[src/rtl/dmem_port_arbiter.sv]
// Shares one data-memory port between the core load/store path and the UART loader.
// Loader has fixed priority; a saturating stall counter forces a CPU slot after MAX_STALL denials.
module dmem_port_arbiter #(
  parameter int unsigned DW        = 32,
  parameter int unsigned AW        = 32,
  parameter int unsigned MEM_LIMIT = 32'h1000,
  parameter int unsigned MAX_STALL = 4
) (
  input  logic          clk_i,
  input  logic          reset_i,
  input  logic          boot_mode_i,
  input  logic          cpu_req_i,
  input  logic          cpu_we_i,
  input  logic [AW-1:0] cpu_addr_i,
  input  logic [DW-1:0] cpu_wdata_i,
  output logic [DW-1:0] cpu_rdata_o,
  output logic          cpu_stall_o,
  input  logic          ldr_valid_i,
  input  logic          ldr_we_i,
  input  logic [AW-1:0] ldr_addr_i,
  input  logic [DW-1:0] ldr_wdata_i,
  output logic          ldr_ready_o,
  output logic [DW-1:0] ldr_rdata_o,
  output logic          ldr_rvalid_o,
  output logic          ldr_err_o,
  output logic          mem_we_o,
  output logic [AW-1:0] mem_addr_o,
  output logic [DW-1:0] mem_wdata_o,
  input  logic [DW-1:0] mem_rdata_i
);

  localparam int unsigned   CW      = (MAX_STALL < 1) ? 1 : $clog2(MAX_STALL + 1);
  localparam logic [AW-1:0] LIMIT   = AW'(MEM_LIMIT);
  localparam logic [CW-1:0] CNT_MAX = CW'(MAX_STALL);

  typedef enum logic [1:0] {
    GNT_NONE = 2'd0,
    GNT_CPU  = 2'd1,
    GNT_LDR  = 2'd2
  } gnt_e;

  gnt_e          gnt;
  logic          force_cpu;
  logic          cpu_in_range;
  logic          ldr_in_range;

  logic [CW-1:0] stall_cnt_q, stall_cnt_d;
  logic [DW-1:0] ldr_rdata_q, ldr_rdata_d;
  logic          ldr_rvalid_q, ldr_rvalid_d;
  logic          ldr_err_q, ldr_err_d;

  assign cpu_in_range = (cpu_addr_i < LIMIT);
  assign ldr_in_range = (ldr_addr_i < LIMIT);

  // Single-cycle core reads straight through the async memory port.
  assign cpu_rdata_o  = mem_rdata_i;
  assign ldr_rdata_o  = ldr_rdata_q;
  assign ldr_rvalid_o = ldr_rvalid_q;
  assign ldr_err_o    = ldr_err_q;

  // State register: stall counter plus the loader response stage.
  always_ff @(posedge clk_i) begin
    if (!reset_i) begin
      stall_cnt_q  <= '0;
      ldr_rdata_q  <= '0;
      ldr_rvalid_q <= 1'b0;
      ldr_err_q    <= 1'b0;
    end else begin
      stall_cnt_q  <= stall_cnt_d;
      ldr_rdata_q  <= ldr_rdata_d;
      ldr_rvalid_q <= ldr_rvalid_d;
      ldr_err_q    <= ldr_err_d;
    end
  end

  // Grant decision, port steering and next state.
  always_comb begin
    gnt          = GNT_NONE;
    force_cpu    = 1'b0;
    cpu_stall_o  = 1'b0;
    ldr_ready_o  = 1'b0;
    mem_we_o     = 1'b0;
    mem_addr_o   = cpu_addr_i;
    mem_wdata_o  = cpu_wdata_i;
    stall_cnt_d  = '0;
    ldr_rdata_d  = ldr_rdata_q;
    ldr_rvalid_d = 1'b0;
    ldr_err_d    = 1'b0;

    if (reset_i) begin
      if (boot_mode_i) begin
        if (ldr_valid_i) gnt = GNT_LDR;
      end else begin
        force_cpu = cpu_req_i && (stall_cnt_q == CNT_MAX);
        if (ldr_valid_i && !force_cpu) gnt = GNT_LDR;
        else if (cpu_req_i)            gnt = GNT_CPU;
      end

      cpu_stall_o = cpu_req_i && (gnt != GNT_CPU);

      // Counting only outside boot mode keeps the counter at zero across a boot exit.
      if (!boot_mode_i && cpu_stall_o) begin
        stall_cnt_d = (stall_cnt_q == CNT_MAX) ? CNT_MAX : stall_cnt_q + CW'(1);
      end

      case (gnt)
        GNT_CPU: begin
          mem_we_o = cpu_we_i && cpu_in_range;
        end
        GNT_LDR: begin
          ldr_ready_o = 1'b1;
          mem_addr_o  = ldr_addr_i;
          mem_wdata_o = ldr_wdata_i;
          mem_we_o    = ldr_we_i && ldr_in_range;
          if (!ldr_in_range) begin
            ldr_err_d = 1'b1;
          end else if (!ldr_we_i) begin
            ldr_rvalid_d = 1'b1;
            ldr_rdata_d  = mem_rdata_i;
          end
        end
        default: ;
      endcase
    end
  end

endmodule
[config.mk]
export PLATFORM = sky130hd
export DESIGN_NAME = dmem_port_arbiter
export DESIGN_NICKNAME = d
export VERILOG_FILES = /design/src/rtl/dmem_port_arbiter.sv
export SDC_FILE = /design/constraint.sdc
export NUM_CORES = 1
export LEC_CHECK = 0
export CAP_MARGIN = 20
export CELL_PAD_IN_SITES_DETAIL_PLACEMENT = 0
export CELL_PAD_IN_SITES_GLOBAL_PLACEMENT = 2
export CORE_ASPECT_RATIO = 1.75
export CORE_MARGIN = 1
export CORE_UTILIZATION = 14
export DETAILED_ROUTE_END_ITERATION = 8
export MAX_ROUTING_LAYER = met4
export PLACE_DENSITY = 0.92
export SLEW_MARGIN = 5
export SYNTH_ARGS = -nofsm -noshare
export SYNTH_HDL_FRONTEND = slang
export SYNTH_SLANG_ARGS = --single-unit
[constraint.sdc]
create_clock -name clk_i -period 3.6 [get_ports clk_i]
set_input_delay 0.36 -clock clk_i [delete_from_list [all_inputs] [get_ports clk_i]]
set_output_delay 0.36 -clock clk_i [all_outputs]
set_load 0.01 [all_outputs]
==> out/metrics.yaml, run 1 <==
clock_tree:
  clk_pin_slew_ns: 0.06
  cts_tree: "done"
  cts_sinks: 37
  cts_hold_buffers: 0
  clk-insertion-delay-late_ns: 0.29
  root_buffer: "clkbuf_16"
  numCtsBuffers: 5
  htree_num_levels: 2
  clockBufferDepth: 2
  postCtsSetupRepairBufs: 0
synth:
  syn_inst: 302
  synthesis.area_sq_um: 2710
  avgSynthCellArea_sq_um: 8.98
  ys_ff_latch: 37
  yosys_warnings: 0
  yosysUniqueCellTypes: 28
  synth_fp_nets: 473
  yosysSeqAreaShare: 0.273
placed_design:
  placed_area_sq_um: 5660
  gp_congestion: 0.869
  hpwlAfterDp_mm: 12.2
  place_inst: 791
  numPortBuffers: 299
sta:
  hold_viol_final: 0
  setup_tns_ns: 0
  drv_slew: 0
  fin_crit_sh: 0.927
  fin_crit_ns: 3.34
  setup_viol: 0
  slew_headroom: 0.634
  worstMarginPinSlew_ns: 0.544
  rsz0062_at_grt: "false"
  max_freq_ghz: 0.300
  fin_skew_ns: 0.00998
routing:
  viasPerCell: 4.18
  drt.antenna.violating_nets: 0
  vias: 3342
  wl_per_cell_microns: 18.2
  firstDrtPassIters: 6
  drt_iter0_markers: 146
  drc_errors: 0
  drt-total-wl_mm: 14.6
floorplan:
  initial_utilization: 0.143
  rows: 67
  die_h_microns: 186
  io_pins: 300
  die_w_microns: 107
  die-area_sq_um: 20000
  coreArea_sq_um: 19000
worst_setup_path:
  r2r_end: "ldr_rdata_o[16]"
  crit_path_max_incr_delay_ns: 0.63
  cp_data_arrival_time_ns: 2.98
  r2r_slack_ns: 1.29
  crit_path_frequent_cell: "clkdlybuf4s50_1"
  required_ns: 3.24
  path_class: "input port to output pin"
  cp.buffers_inverters: 2
  crit_slowest_cell: "clkdlybuf4s50_1"
  cp_top_family: "buffers and inverters"
  cp_max_fo: 3
  cp_cell_sequence: "clkdlybuf4s50_1, nand2b_1, o21a_1, ha_1, nor4b_1, nand4_1, o21ai_0, clkdlybuf4s50_1"
  r2r-start: "stall_cnt_q[0]"
  reg2reg_depth: 10
  crit_path_start_kind: "input port"
  endpoint_kind: "output pin"
hold_path:
  hp-start: "stall_cnt_q[2]"
  hold_class: "register to register"
  hold_end: "stall_cnt_q[2]"
  holdPathStages: 1
layout:
  fin_nets: 728
  area_growth_pct: 115
  seq_area_sq_um: 741
  multi_input_area_sq_um: 1520
  drive_above_1_share: 0.156
  final_cells: 799
  diodes: 0
  final_cell_mix: "299 x clkdlybuf4s50_1, 64 x mux2_2, 37 x dfxtp_1"
  design_area_sq_um: 5840
  fillerInstances: 1994
  final_common_cell: "clkdlybuf4s50_1"
global_routing:
  grt_pass1_vias: 3344
  track_usage: 0.143
  grt_max_degree: 36
  overflow: 0
  antenna_found_initial: 0
  grt_pass1_wl_mm: 20.1
flow_run:
  max_cap_violations: 0
power_and_ir_drop:
  ir_drop_mv: 0.139
  leakagePower_uw: 0.00199
  power_density_nw_per_um2: 249
run_status:
  status: "complete, no violations"
[logic make-up (layout without fill, tap and decap cells)]
logic type / Yosys count / after routing / share of synthesized area
flip-flops: 37 / 37 / 0.273
adder cells (fa/ha/maj): 4 / 4 / 0.0185
AND/OR/NAND/NOR: 60 / 60 / 0.143
multiplexers: 64 / 64 / 0.266
AO/OA/AOI/OAI: 70 / 70 / 0.131
buffers and inverters: 67 / 323 / 0.168
[cell usage after synthesis]
cell type,count,area share
mux2_2,64,0.27
dfxtp_1,37,0.27
buf_4,34,0.094
a21oi_1,33,0.061
nand4_1,33,0.076
o21ai_0,26,0.048
buf_6,9,0.037
clkbuf_1,9,0.012
o21ai_1,8,0.015
buf_2,7,0.013
inv_1,6,0.0083
nor4_1,6,0.014
ha_1,4,0.018
and3_1,3,0.0069
nand2_1,3,0.0042
nand3_1,3,0.0055
nor4_2,3,0.014
nor3_1,2,0.0037
nor3b_1,2,0.0055
nor4b_1,2,0.0065
a21o_1,1,0.0028
a31oi_1,1,0.0023
and2_1,1,0.0023
clkbuf_2,1,0.0018
clkinv_1,1,0.0014
nand2b_1,1,0.0023
nor2b_1,1,0.0023
o21a_1,1,0.0028
[worst max-delay path by stage]
stage                        start              end  depth (start not counted)  slack (ns)
detailed placement       cpu_req_i         mem_we_o                          9       -0.06
global route           boot_mode_i         mem_we_o                          8        0.09
global placement       boot_mode_i         mem_we_o                          9       -0.04
CTS                    boot_mode_i  mem_wdata_o[22]                          9         0.1
finish                 boot_mode_i         mem_we_o                          8        0.26
floorplan           stall_cnt_q[0]   mem_addr_o[10]                         10        1.38
[stage by stage]
step           setup slack (ns)  hold WS [ns]  power [uW]   util
2_1_floorplan              1.38         0.431         594      -
3_3_place_gp            -0.0391         0.446         955  0.297
3_5_place_dp            -0.0617         0.455         955  0.297
4_1_cts                  0.0950         0.466        1480  0.307
5_1_grt                  0.0944         0.485        1520  0.307
6_report                  0.262         0.463        1460  0.307
[cell type report]
cell class,count,share of cell area
timing repair buffer,308,0.526
multi-input combinational,198,0.261
sequential,37,0.127
tap,241,0.0516
clock buffer,5,0.0214
clock inverter,3,0.00793
inverter,7,0.00514
[state kept, by name, indices dropped and copies added, names as in the netlist]
register / cells
stall_cnt_q: 3
ldr_rdata_o: 32
ldr_rvalid_o: 1
ldr_err_o: 1
[worst reg2reg max path: cells and delay by family, from the launching register on]
kind | cells | cell delay (ns)
flops | 1 | 0.35
simple gates | 3 | 0.67
compound gates | 3 | 0.45
buf+inv | 2 | 0.32
fa+ha+maj | 2 | 0.39
[per-layer routing]
layer  vias up  global-route usage  share of wire
met5         -                   -              0
met4         0              0.0323          0.011
met3         9              0.0307          0.079
met2       216               0.290           0.57
met1      1519               0.134           0.34
li1       1598                   -              -
[report_power, final]
part           leakage (uW)  internal, uW  switching [uW]
registers          0.000298           410           0.500
logic               0.00162           348             183
clock network     0.0000800           328             187
[what timing repair did]
| action | in CTS | in global routing |
|---|---|---|
| endpoints found under the hold margin | 0 | 0 |
| endpoints found under the setup margin | 1 | 10 |
| resized for setup | 1 | 1 |
No activity file was read; power rests on OpenSTA's default activity.
==> run 2: changes to the inputs <==
--- a/config.mk
+++ b/config.mk
@@ -9,7 +9,6 @@
 export CELL_PAD_IN_SITES_DETAIL_PLACEMENT = 0
 export CELL_PAD_IN_SITES_GLOBAL_PLACEMENT = 2
 export CORE_ASPECT_RATIO = 1.75
-export CORE_MARGIN = 1
 export CORE_UTILIZATION = 14
 export DETAILED_ROUTE_END_ITERATION = 8
 export MAX_ROUTING_LAYER = met4
==> results of run 2 <==
No change in the layout: final DEF, timing and power equal those of run 1.
